<file path="src/rtl/sram_i_stream_reader_pkg.sv">
// Shared constants and types for the IFM SRAM read-side stream controller.
// Sizes match the CONV datapath input-feature-map SRAM.
package sram_i_stream_reader_pkg;

  localparam int WORD_AMOUNT  = 3136;
  localparam int BIT_PER_WORD = 145;
  localparam int FIFO_DEPTH   = 4;
  localparam int ADDR_W       = $clog2(WORD_AMOUNT);
  localparam int CNT_W        = $clog2(FIFO_DEPTH + 1);

  typedef enum logic [1:0] {
    IDLE,
    READ,
    DRAIN,
    DONE
  } state_e;

endpackage

</file>
<file path="src/rtl/sram_rd_fifo.sv">
// Return buffer for SRAM read data; head word is read straight from the
// register array so out_data never depends on the SRAM port.
module sram_rd_fifo
  import sram_i_stream_reader_pkg::*;
#(
  parameter int DEPTH = FIFO_DEPTH,
  parameter int WIDTH = BIT_PER_WORD,
  localparam int PW = $clog2(DEPTH),
  localparam int CW = $clog2(DEPTH + 1)
) (
  input  logic             clk,
  input  logic             rst_n,
  input  logic             push,
  input  logic [WIDTH-1:0] din,
  input  logic             pop,
  output logic [WIDTH-1:0] dout,
  output logic [CW-1:0]    count,
  output logic             full,
  output logic             empty
);

  localparam logic [PW-1:0] PMAX = PW'(DEPTH - 1);
  localparam logic [CW-1:0] CMAX = CW'(DEPTH);

  logic [WIDTH-1:0] mem [DEPTH];
  logic [PW-1:0]    wr_ptr;
  logic [PW-1:0]    rd_ptr;
  logic             pop_ok;

  assign pop_ok = pop && !empty;
  assign full   = count == CMAX;
  assign empty  = count == '0;
  assign dout   = mem[rd_ptr];

  always_ff @(posedge clk or negedge rst_n) begin
    if (!rst_n) begin
      for (int i = 0; i < DEPTH; i++) mem[i] <= '0;
      wr_ptr <= '0;
      rd_ptr <= '0;
      count  <= '0;
    end else begin
      if (push) begin
        mem[wr_ptr] <= din;
        wr_ptr <= (wr_ptr == PMAX) ? '0 : wr_ptr + 1'b1;
      end
      if (pop_ok)
        rd_ptr <= (rd_ptr == PMAX) ? '0 : rd_ptr + 1'b1;
      unique case ({push, pop_ok})
        2'b10:   count <= count + 1'b1;
        2'b01:   count <= count - 1'b1;
        default: count <= count;
      endcase
    end
  end

  // Issue throttling counts in-flight reads, so this must never fire.
  assert property (@(posedge clk) disable iff (!rst_n) !(push && full));

endmodule

</file>
<file path="src/rtl/sram_i_stream_reader.sv">
// IFM SRAM read controller: walks a wrapping address range and streams
// words out over valid/ready, hiding the SRAM's one-cycle read latency.
module sram_i_stream_reader
  import sram_i_stream_reader_pkg::*;
(
  input  logic                    clk,
  input  logic                    rst_n,
  input  logic                    start,
  input  logic [ADDR_W-1:0]       base_addr,
  input  logic [ADDR_W:0]         word_cnt,
  output logic [ADDR_W-1:0]       sram_addr,
  output logic                    sram_we,
  input  logic [BIT_PER_WORD-1:0] sram_dout,
  output logic [BIT_PER_WORD-1:0] out_data,
  output logic                    out_valid,
  input  logic                    out_ready,
  output logic                    out_last,
  output logic                    busy,
  output logic                    done
);

  localparam logic [ADDR_W-1:0] LAST_ADDR = ADDR_W'(WORD_AMOUNT - 1);
  localparam logic [CNT_W:0]    DEPTH_C   = (CNT_W + 1)'(FIFO_DEPTH);

  state_e            state_q;
  state_e            state_d;
  logic [ADDR_W-1:0] ptr_q;
  logic [ADDR_W-1:0] addr_q;
  logic [ADDR_W:0]   cnt_q;
  logic [ADDR_W:0]   iss_q;
  logic [ADDR_W:0]   pop_q;
  logic              inflight_q;
  logic [CNT_W-1:0]  occ;
  logic              empty;
  logic              full;
  logic              rd_issue;
  logic              pop;
  logic              last_iss;
  logic              last_pop;

  // Reserve a slot for every read still in the SRAM pipeline.
  assign rd_issue = (state_q == READ) &&
    (({1'b0, occ} + {{CNT_W{1'b0}}, inflight_q}) < DEPTH_C);

  assign last_iss  = iss_q == cnt_q - 1'b1;
  assign last_pop  = pop_q == cnt_q - 1'b1;
  assign pop       = out_valid && out_ready;
  assign out_valid = !empty;
  assign out_last  = out_valid && last_pop;
  assign busy      = state_q != IDLE;
  assign done      = state_q == DONE;
  assign sram_we   = 1'b0;
  assign sram_addr = rd_issue ? ptr_q : addr_q;

  always_comb begin
    state_d = state_q;
    unique case (state_q)
      IDLE:  if (start) state_d = (word_cnt == '0) ? DONE : READ;
      READ:  if (rd_issue && last_iss) state_d = DRAIN;
      DRAIN: if (pop && last_pop) state_d = DONE;
      DONE:  state_d = IDLE;
      default: state_d = IDLE;
    endcase
  end

  always_ff @(posedge clk or negedge rst_n) begin
    if (!rst_n) begin
      state_q    <= IDLE;
      ptr_q      <= '0;
      addr_q     <= '0;
      cnt_q      <= '0;
      iss_q      <= '0;
      pop_q      <= '0;
      inflight_q <= 1'b0;
    end else begin
      state_q    <= state_d;
      inflight_q <= rd_issue;
      if (state_q == IDLE && start) begin
        ptr_q <= base_addr;
        cnt_q <= word_cnt;
        iss_q <= '0;
        pop_q <= '0;
      end
      if (rd_issue) begin
        addr_q <= ptr_q;
        ptr_q  <= (ptr_q == LAST_ADDR) ? '0 : ptr_q + 1'b1;
        iss_q  <= iss_q + 1'b1;
      end
      if (pop) pop_q <= pop_q + 1'b1;
    end
  end

  sram_rd_fifo u_fifo (
    .clk   (clk),
    .rst_n (rst_n),
    .push  (inflight_q),
    .din   (sram_dout),
    .pop   (pop),
    .dout  (out_data),
    .count (occ),
    .full  (full),
    .empty (empty)
  );

endmodule
</file>
<file path="config.mk">
export PLATFORM = sky130hd
export DESIGN_NAME = sram_i_stream_reader
export DESIGN_NICKNAME = d
export VERILOG_FILES = /design/src/rtl/sram_i_stream_reader_pkg.sv /design/src/rtl/sram_rd_fifo.sv /design/src/rtl/sram_i_stream_reader.sv
export SDC_FILE = /design/constraint.sdc
export NUM_CORES = 1
export LEC_CHECK = 0
export CAP_MARGIN = 20
export CELL_PAD_IN_SITES_DETAIL_PLACEMENT = 0
export CELL_PAD_IN_SITES_GLOBAL_PLACEMENT = 1
export CORE_ASPECT_RATIO = 1.2
export CORE_MARGIN = 8
export CORE_UTILIZATION = 47
export DETAILED_ROUTE_END_ITERATION = 12
export GPL_ROUTABILITY_DRIVEN = 0
export HOLD_SLACK_MARGIN = 0.02
export PLACE_DENSITY_LB_ADDON = 0.05
export SLEW_MARGIN = 20
export SYNTH_ARGS = -nofsm -noshare
export SYNTH_HDL_FRONTEND = slang
export SYNTH_SLANG_ARGS = --single-unit
</file>
<file path="constraint.sdc">
create_clock -name clk -period 3.4 [get_ports clk]
set_input_delay 0.51 -clock clk [delete_from_list [all_inputs] [get_ports clk]]
set_output_delay 0.51 -clock clk [all_outputs]
set_load 0.01 [all_outputs]
</file>
==> results_dict.tcl, run 1 <==
set metrics [dict create \
    grt_pass1_wl_mm 115 \
    cp_num_cells 8 \
    dp_cells 3007 \
    cts.sinks 653 \
    crit_end "out_last" \
    grt_pass1_vias 19300 \
    die_height_um 288 \
    h-tree-depth 3 \
    crit_chain "buf_6, or4_4, or3_4, a31oi_4, nand4_1, or3_4, nor4b_4, buf_2" \
    wl_per_cell_um 23.3 \
    dp_slack_ps -175 \
    synth_area_um2 29000 \
    root_buffer "clkbuf_16" \
    finalWirelength_mm 73.0 \
    die_w_um 243 \
    core-area_um2 61600 \
    grt_max_degree 100 \
    cts_buffers 69 \
    dp.final_hpwl_mm 48.4 \
    cpLargestDelayFamily "simple AND/OR/NAND/NOR gates" \
    vias 17600 \
    synth_nets 2073 \
    clk_latency_ps 600 \
    vdd_drop_max_mv 0.531 \
    ys.flop_type "dfrtp_1" \
    gr-total-overflow 0 \
    cap_violations 0 \
    synth-seq-area-share_pct 56.3 \
    ys_async_sr_fraction_pct 100 \
    hold_class "flop to flop" \
    fin_nets 2458 \
    max_freq_mhz 282 \
    cp-start-kind "flop" \
    drt.antenna.violating_nets 0 \
    grtUsageTotal_pct 20.9 \
    setup.worst_path.end_class "output port" \
    drt_iter0_drc 834 \
    min_period_ps 3550 \
    synth_seq_cells 653 \
    max_stage_delay_ps 470 \
    clk_pin_slew_ps 60 \
    status "complete, but fails checks" \
    drcViolationCount 0 \
    critPathArrivalTime_ps 3040 \
    max_slew.worst_pin.slew_ps 971 \
    critPathBufInv 2 \
    area_growth_pct 24.9 \
    slowest_stage "or4_4" \
    power_density_nw_per_um2 1050 \
    crit_start "cnt_q[3]$_DFFE_PN0P_" \
    r2r_slack_ps 300 \
    ys.warnings.count 0 \
    r2r_cells 9 \
    rows 100 \
    cp.required_ps 2890 \
    die_area_um2 70000 \
    rsz0062_at_grt "true" \
    p_leak_nw 15.0 \
    finalWorstSetupSlack_ps -146 \
    placed_area_um2 33900 \
    start_util_pct 47.2 \
    finalCritPeriodShare_pct 104 \
    clk_path_buf_depth 3 \
    crit_type "flop to output port" \
    synth_edf_count 0 \
    failed_checks "negative setup slack" \
    final_hold_viol_count 0 \
    io_buffer_count 334 \
    cp_common_cell "or3_4" \
    critPathMaxFanout 2 \
    setup_viol 1 \
    syn_inst 1883 \
    drive_gt1_share_pct 41.5 \
    drv_slew 0 \
    fillers 4873 \
    boundaryPins 336 \
    r2r-start "cnt_q[3]$_DFFE_PN0P_" \
    rr_endpoint "state_q[1]$_DFFE_PN0P_" \
    antenna_found_initial 10 \
    stdcell_count 3132 \
    cts_tree "built" \
    maxSlewHeadroom_pct 35.3 \
    synthDistinctLibCells 63 \
    first_pass_iters 5 \
    routed_via_density 5.61 \
    fin_skew_ps 28.7 \
    stdcell_area_um2 36300 \
    syn_area_per_cell_um2 15.4 \
]
[cells in the final DEF (no fill, tap or decap), types with 6 or more instances in the layout]
cell	n
nor4_1	8
clkinv_2	9
a221o_1	6
mux4_2	145
nand2_1	75
inv_1	21
a31oi_1	6
clkbuf_1	12
dfrtp_1	649
clkbuf_8	15
diode_2	6
xnor2_1	16
buf_12	23
ha_1	14
clkbuf_16	71
mux2_2	593
nor3_1	8
clkdlybuf4s50_1	332
buf_4	67
nor2_1	23
nand3_1	24
a21oi_1	9
o31ai_1	6
nor3b_1	6
o21ai_0	54
and3_1	16
[synthesized netlist by cell type, types with 3 or more instances]
library cell	count	area [µm²]
mux2_2	593	6680
buf_1	16	60.1
ha_1	15	188
or4_1	6	45.0
a31oi_1	7	43.8
nor4_1	9	56.3
o211ai_1	3	22.5
nand2_1	79	297
nand3b_1	4	30.0
nor3_1	8	40.0
o31ai_1	6	45.0
dfrtp_1	653	16300
or3_1	6	37.5
mux2i_1	5	50.1
nand3_1	24	120
a221o_1	6	60.1
clkbuf_1	93	349
nand4_1	5	31.3
xnor2_1	16	140
and3_1	16	100
nor2b_1	4	25.0
nor2_1	23	86.3
nor3b_1	8	60.1
inv_1	21	78.8
mux4_2	145	3270
a21oi_1	9	45.0
o2111ai_1	3	26.3
xor2_1	4	35.0
o21ai_0	54	270
[flip-flops by register name, indices dropped and copies added (netlist names)]
signal and flops:
u_fifo.mem 580, cnt_q 13, iss_q 13, pop_q 13, addr_q 12, ptr_q 12
u_fifo.count 3, state_q 2, u_fifo.rd_ptr 2, u_fifo.wr_ptr 2, inflight_q 1
[worst min path at each step]
stage	from	to	cells past startpoint
5_1_grt	addr_q[9]$_DFF_PN0_	addr_q[9]$_DFF_PN0_	2
3_3_place_gp	addr_q[0]$_DFF_PN0_	addr_q[0]$_DFF_PN0_	2
4_1_cts	addr_q[9]$_DFF_PN0_	addr_q[9]$_DFF_PN0_	2
3_5_place_dp	addr_q[9]$_DFF_PN0_	addr_q[9]$_DFF_PN0_	2
2_1_floorplan	rst_n	addr_q[0]$_DFF_PN0_	0
6_report	addr_q[9]$_DFF_PN0_	addr_q[9]$_DFF_PN0_	2
[per-layer routing]
layer	routed length [µm]	GRT usage, %	share of wire, %
met5	55	0	0.075
met2	36800	35.3	50
met3	4170	5.43	5.7
met4	1520	5.79	2.1
met1	30500	26.7	42
[worst min-delay path, delay by kind of cell (launching register included)]
| family | cells | cell delay (ps) |
|---|---|---|
| and+or+nand+nor | 2 | 110 |
| DFF | 1 | 320 |
[metrics by stage]
step	total power [mW]	util [%]	setup TNS [ps]	hold WS (ps)
after detailed placement	31.1	55.1	-175	462
after floorplan	23.4	-	0	214
after global routing	40.5	58.9	-237	499
after CTS	38.8	58.8	-191	475
after global placement	30.6	55.1	-224	455
final	38.2	58.9	-146	470
[layout make-up]
type / count / area (µm²) / area share [%]
diodes: 6 / 15.0 / 0.0414
clock buffers: 98 / 2030 / 5.59
clock inverters: 15 / 155 / 0.428
inverters: 22 / 86.3 / 0.238
multi-input cells: 1095 / 12300 / 33.8
flip-flops and latches: 653 / 16400 / 45.1
well taps: 816 / 1020 / 2.82
repair buffers: 427 / 4340 / 12.0
[kinds of logic after synthesis]
group | Yosys count | synth area share (%)
flops | 653 | 56.3
xor+xnor | 23 | 0.840
fa+ha+maj | 16 | 0.715
compound gates | 110 | 2.40
other cells | 1 | 0.0129
buf+inv | 135 | 1.80
simple gates | 202 | 3.52
mux | 743 | 34.4
[repair_timing]
item                       4_1_cts  5_1_grt
hold buffers                     1        0
setup buffers                    5        0
pin swaps                        9        5
gates resized for setup         12       10
hold endpoints to repair        15        0
setup endpoints to repair        1       13
cloned                           0        0
[power breakdown]
| group | internal (mW) | switching, mW |
|---|---|---|
| registers | 11.7 | 1.98 |
| clock network | 4.29 | 3.03 |
| logic | 10.3 | 6.97 |
Power figures use the tool's default switching activity.
==> run 2, diff against run 1 <==
--- a/config.mk
+++ b/config.mk
@@ -9,7 +9,7 @@
 export CELL_PAD_IN_SITES_DETAIL_PLACEMENT = 0
 export CELL_PAD_IN_SITES_GLOBAL_PLACEMENT = 1
 export CORE_ASPECT_RATIO = 1.2
-export CORE_MARGIN = 8
+export CORE_MARGIN = 10
 export CORE_UTILIZATION = 47
 export DETAILED_ROUTE_END_ITERATION = 12
 export GPL_ROUTABILITY_DRIVEN = 0
==> constraint.sdc (replaced) <==
create_clock -name clk -period 3.4 [get_ports clk]
set_input_delay 0.34 -clock clk [delete_from_list [all_inputs] [get_ports clk]]
set_output_delay 0.34 -clock clk [all_outputs]
set_load 0.01 [all_outputs]
==> results_dict.tcl, run 2 (synthesis results as in run 1) <==
set metrics [dict create \
    clk_path_buf_depth 3 \
    drt_iter0_drc 760 \
    power_density_nw_per_um2 1060 \
    die_height_um 292 \
    start_util_pct 47.6 \
    core-area_um2 60900 \
    min_period_ps 3400 \
    first_pass_iters 5 \
    area_growth_pct 25.1 \
    cap_violations 0 \
    drive_gt1_share_pct 41.4 \
    r2r-start "cnt_q[2]$_DFFE_PN0P_" \
    boundaryPins 336 \
    cts_tree "built" \
    fin_nets 2452 \
    h-tree-depth 3 \
    r2r_cells 9 \
    grt_pass1_wl_mm 116 \
    cts.sinks 653 \
    gr-total-overflow 0 \
    finalCritPeriodShare_pct 99.9 \
    placed_area_um2 34000 \
    slowest_stage "or4_4" \
    power.total_mw 38.5 \
    drv_slew 0 \
    finalWirelength_mm 74.0 \
    grt_pass1_vias 19700 \
    stdcell_area_um2 36300 \
    crit_chain "buf_4, or4_4, or3_4, a31oi_4, nand4_1, or3_1, nor4b_2, buf_2" \
    hold_class "input port to async pin" \
    rows 99 \
    clk_pin_slew_ps 60 \
    stdcell_count 3128 \
    status "finished clean" \
    final_cell_mix "dfrtp_1 (648), mux2_2 (593), clkdlybuf4s50_1 (332)" \
    max_stage_delay_ps 490 \
    max_slew.worst_pin.slew_ps 787 \
    max_freq_mhz 295 \
    fin_skew_ps 19.3 \
    dp.final_hpwl_mm 49.8 \
    r2r_slack_ps 200 \
    p_leak_nw 15.0 \
    wl_per_cell_um 23.7 \
    root_buffer "clkbuf_16" \
    drcViolationCount 0 \
    dp_cells 2994 \
    rr_endpoint "state_q[1]$_DFFE_PN0P_" \
    regMostFlops "u_fifo.mem" \
    drt.antenna.violating_nets 0 \
    final_common_cell "dfrtp_1" \
    critPathArrivalTime_ps 3060 \
    critPathMaxFanout 7 \
    crit_type "flop to output port" \
    die_area_um2 72100 \
    cp.required_ps 3060 \
    grtUsageTotal_pct 20.7 \
    antenna_found_initial 18 \
    vias 17600 \
    rsz0062_at_grt "true" \
    grt_max_degree 75 \
    routed_via_density 5.62 \
    setup.worst_path.end_class "output port" \
    io_buffer_count 334 \
    vdd_drop_max_mv 0.661 \
    cp-start-kind "flop" \
    die_w_um 247 \
    maxSlewHeadroom_pct 47.5 \
    final_hold_viol_count 0 \
    setup_viol 0 \
    cts_buffers 70 \
    clk_latency_ps 600 \
    largest_reg_flops 580 \
]
-- run 2: routing by layer --
| layer | global-route usage (%) | wire [µm] | part of all wire, % |
|---|---|---|---|
| met4 | 6.83 | 1940 | 2.6 |
| met3 | 6.13 | 4920 | 6.6 |
| met2 | 34.2 | 36800 | 50 |
| met5 | 0 | 124 | 0.17 |
| met1 | 25.6 | 30200 | 41 |
-- run 2: metrics by stage --
| stage | util, % | hold slack (ps) | setup WS [ps] | setup TNS (ps) |
|---|---|---|---|---|
| final | 59.6 | 348 | 4.43 | 0 |
| after global routing | 59.6 | 387 | -79.2 | -79.2 |
| after CTS | 59.5 | 344 | -21.4 | -21.4 |
| after detailed placement | 55.7 | 391 | 4.01 | 0 |
| after global placement | 55.7 | 382 | -45.6 | -45.6 |
| after floorplan | - | 44.4 | 269 | 0 |
-- run 2: worst max path at each step --
stage,from,to,slack [ps],depth (start not counted)
2_1_floorplan,cnt_q[2]$_DFFE_PN0P_,out_last,270,8
3_3_place_gp,cnt_q[2]$_DFFE_PN0P_,out_last,-50,7
3_5_place_dp,cnt_q[2]$_DFFE_PN0P_,out_last,4,7
4_1_cts,cnt_q[2]$_DFFE_PN0P_,out_last,-20,8
5_1_grt,cnt_q[2]$_DFFE_PN0P_,out_last,-80,8
6_report,cnt_q[2]$_DFFE_PN0P_,out_last,4,8
-- run 2: final cells by class --
cell class | count | area, µm²
flip-flops and latches | 653 | 16400
clock buffers | 99 | 2080
repair buffers | 420 | 4340
inverters | 22 | 86.3
fillers | 4822 | 24600
diodes | 9 | 22.5
clock inverters | 22 | 186
multi-input cells | 1095 | 12200
well taps | 808 | 1010
-- run 2: timing repair --
| action | 4_1_cts | 5_1_grt |
|---|---|---|
| hold endpoints to repair | 64 | 0 |
| gates resized for setup | 15 | 3 |
| pin swaps | 3 | 3 |
| endpoints found under the setup margin | 2 | 13 |
| buffers inserted | 0 | 3 |
| hold buffers | 1 | 0 |
-- run 2: worst max-delay path, delay by kind of cell (launching register included) --
kind,cells,cell delay (ps)
AND/OR/NAND/NOR,5,1570
flip-flops,1,370
buffers and inverters,2,350
AO/OA/AOI/OAI,1,180
-- run 2: power breakdown --
group / leakage, nW / internal, mW / switching [mW]
clock network: 1.13 / 4.41 / 3.08
registers: 7.69 / 11.7 / 2.18
logic: 6.22 / 10.3 / 6.86
==> run 3, diff against run 2 <==
--- a/config.mk
+++ b/config.mk
@@ -10,7 +10,7 @@
 export CELL_PAD_IN_SITES_GLOBAL_PLACEMENT = 1
 export CORE_ASPECT_RATIO = 1.2
 export CORE_MARGIN = 10
-export CORE_UTILIZATION = 47
+export CORE_UTILIZATION = 48
 export DETAILED_ROUTE_END_ITERATION = 12
 export GPL_ROUTABILITY_DRIVEN = 0
 export HOLD_SLACK_MARGIN = 0.02
@@ -18,4 +18,5 @@
 export SLEW_MARGIN = 20
 export SYNTH_ARGS = -nofsm -noshare
 export SYNTH_HDL_FRONTEND = slang
+export SYNTH_HIERARCHICAL = 1
 export SYNTH_SLANG_ARGS = --single-unit
==> results_dict.tcl, run 3 <==
set metrics [dict create \
    cts_tree "built" \
    pwr-share-seq_pct 36.8 \
    area_growth_pct 22.5 \
    syn_inst 1917 \
    largest_reg_flops 580 \
    final_cell_mix "dfrtp_1 (650), mux2_2 (395), clkdlybuf4s50_1 (332)" \
    share_comb_of_total_power_pct 30.6 \
    p_sw_mw 6.49 \
    h-tree-depth 3 \
    regMostFlops "u_fifo/mem" \
    crit_type "flop to output port" \
    power_frac_clock_pct 32.6 \
    drcViolationCount 0 \
    internal-power_mw 16.5 \
    crit_start "cnt_q[4]$_DFFE_PN0P_" \
    finalWirelength_mm 73.3 \
    ys.warnings.count 6 \
    rsz0062_at_grt "false" \
    vias 17700 \
    max_slew.worst_pin.slew_ps 709 \
    die_area_um2 72400 \
    cp.required_ps 3060 \
    stdcell_count 3153 \
    dp_cells 3016 \
    antenna_found_initial 18 \
    grt_max_degree 76 \
    power_density_nw_per_um2 630 \
    gr-total-overflow 0 \
    wl_per_cell_um 23.3 \
    boundaryPins 336 \
    routed_via_density 5.62 \
    root_buffer "clkbuf_16" \
    cts.sinks 653 \
    p_leak_nw 15.2 \
    clk_latency_ps 600 \
    io_buffer_count 334 \
    sw_frac_of_total_pct 28.2 \
    die_w_um 247 \
    drt.antenna.violating_nets 0 \
    hold_class "input port to async pin" \
    final_common_cell "dfrtp_1" \
    drive_gt1_share_pct 32.6 \
    critPathArrivalTime_ps 2940 \
    status "finished clean" \
    cp-start-kind "flop" \
    critPathMaxFanout 5 \
    setup_viol 0 \
    min_period_ps 3280 \
    cap_violations 0 \
    syn_area_per_cell_um2 15.5 \
    fin_nets 2479 \
    synth_area_um2 29800 \
    r2r-start "cnt_q[4]$_DFFE_PN0P_" \
    fin_skew_ps 16.9 \
    first_pass_iters 4 \
    drv_slew 0 \
    cts_buffers 69 \
    grt_pass1_vias 19600 \
    setup.worst_path.end_class "output port" \
    vdd_drop_max_mv 0.522 \
    start_util_pct 48.7 \
    dp.final_hpwl_mm 49.7 \
    final_hold_viol_count 0 \
    clk_path_buf_depth 3 \
    grt_pass1_wl_mm 116 \
    maxSlewHeadroom_pct 52.7 \
    max_freq_mhz 305 \
    drt_iter0_drc 810 \
    finalCritPeriodShare_pct 96.3 \
    hold-worst-slack_ps 308 \
    rows 99 \
    core-area_um2 61200 \
    clk_pin_slew_ps 60 \
    grtUsageTotal_pct 20.4 \
    synth_nets 2107 \
    die_height_um 293 \
]
[run 3: cell count changes in the layout (fill, tap and decap cells not counted), moves of 8 or more]
cell and delta:
mux2_1 +200, nand2b_1 +8, nand2_1 -12, clkbuf_1 +11
mux2_2 -198, buf_12 -8, clkinv_2 -9, a21oi_1 +10
buf_4 +14
[run 3: worst paths after layout]
check | end | slack [ps] | cells after the start
min reg2reg | addr_q[0]$_DFF_PN0_ | 470 | 2
max | out_last | 120 | 9
max reg2reg | state_q[1]$_DFFE_PN0P_ | 150 | 10
max in group asynchronous | u_fifo/mem[524]$_DFFE_PN0P_ | 2010 | 4
min | u_fifo/mem[394]$_DFFE_PN0P_ | 310 | 2
min in group clk | ptr_q[5]$_DFFE_PN0P_ | 340 | 3
[run 3: layer usage]
metal  global-route usage, %  vias up  routed length [µm]
met5                       0        -                 160
met2                    34.1      317               37100
met3                    5.68      119                4630
met4                    5.95       26                1430
met1                    25.4     9365               30000
li1                        -     7892                   -
[run 3: repair_timing]
item | in CTS | in global routing
setup buffers | 5 | 4
endpoints found under the hold margin | 63 | 0
resized for setup | 17 | 6
pin swaps | 9 | 8
hold buffers | 1 | 0
endpoints found under the setup margin | 1 | 3
[run 3: area by class of cell]
class	count	area, µm²
clock buffer	106	2030
tap	808	1010
inverter	22	82.6
clock inverter	16	216
sequential	653	16300
timing repair buffer	426	4290
fill	4771	24700
multi-input combinational	1117	12500
antenna	5	12.5
[run 3: through the flow]
| stage | power (mW) | setup slack [ps] | instance area, µm² | utilization (%) | TNS [ps] |
|---|---|---|---|---|---|
| final | 23.0 | 125 | 36500 | 59.6 | 0 |
| after global routing | 24.1 | 3.44 | 36500 | 59.6 | 0 |
| after CTS | 23.4 | 21.3 | 36400 | 59.5 | 0 |
| after detailed placement | 15.8 | -6.63 | 34100 | 55.7 | -6.63 |
| after global placement | 15.7 | 3.40 | 34100 | 55.7 | 0 |
| after floorplan | 12.4 | 194 | 29800 | - | 0 |
[run 3: critical path: stages, from the launching register on]
cell     delay [ps]
dfrtp_1         430
or4_4           560
buf_12          150
o21ai_0         190
nor3b_1         210
a21oi_1          60
o22a_1          240
nor4b_2         220
buf_4           150
buf_2           120
[run 3: power groups by stage]
stage / logic (mW) / registers [mW] / clock network (mW)
final: 7.03 / 8.47 / 7.50
after CTS: 7.22 / 8.48 / 7.73
after global placement: 7.15 / 8.59 / 0
after detailed placement: 7.18 / 8.62 / 0
after floorplan: 3.95 / 8.47 / 0
after global routing: 7.51 / 8.53 / 8.03
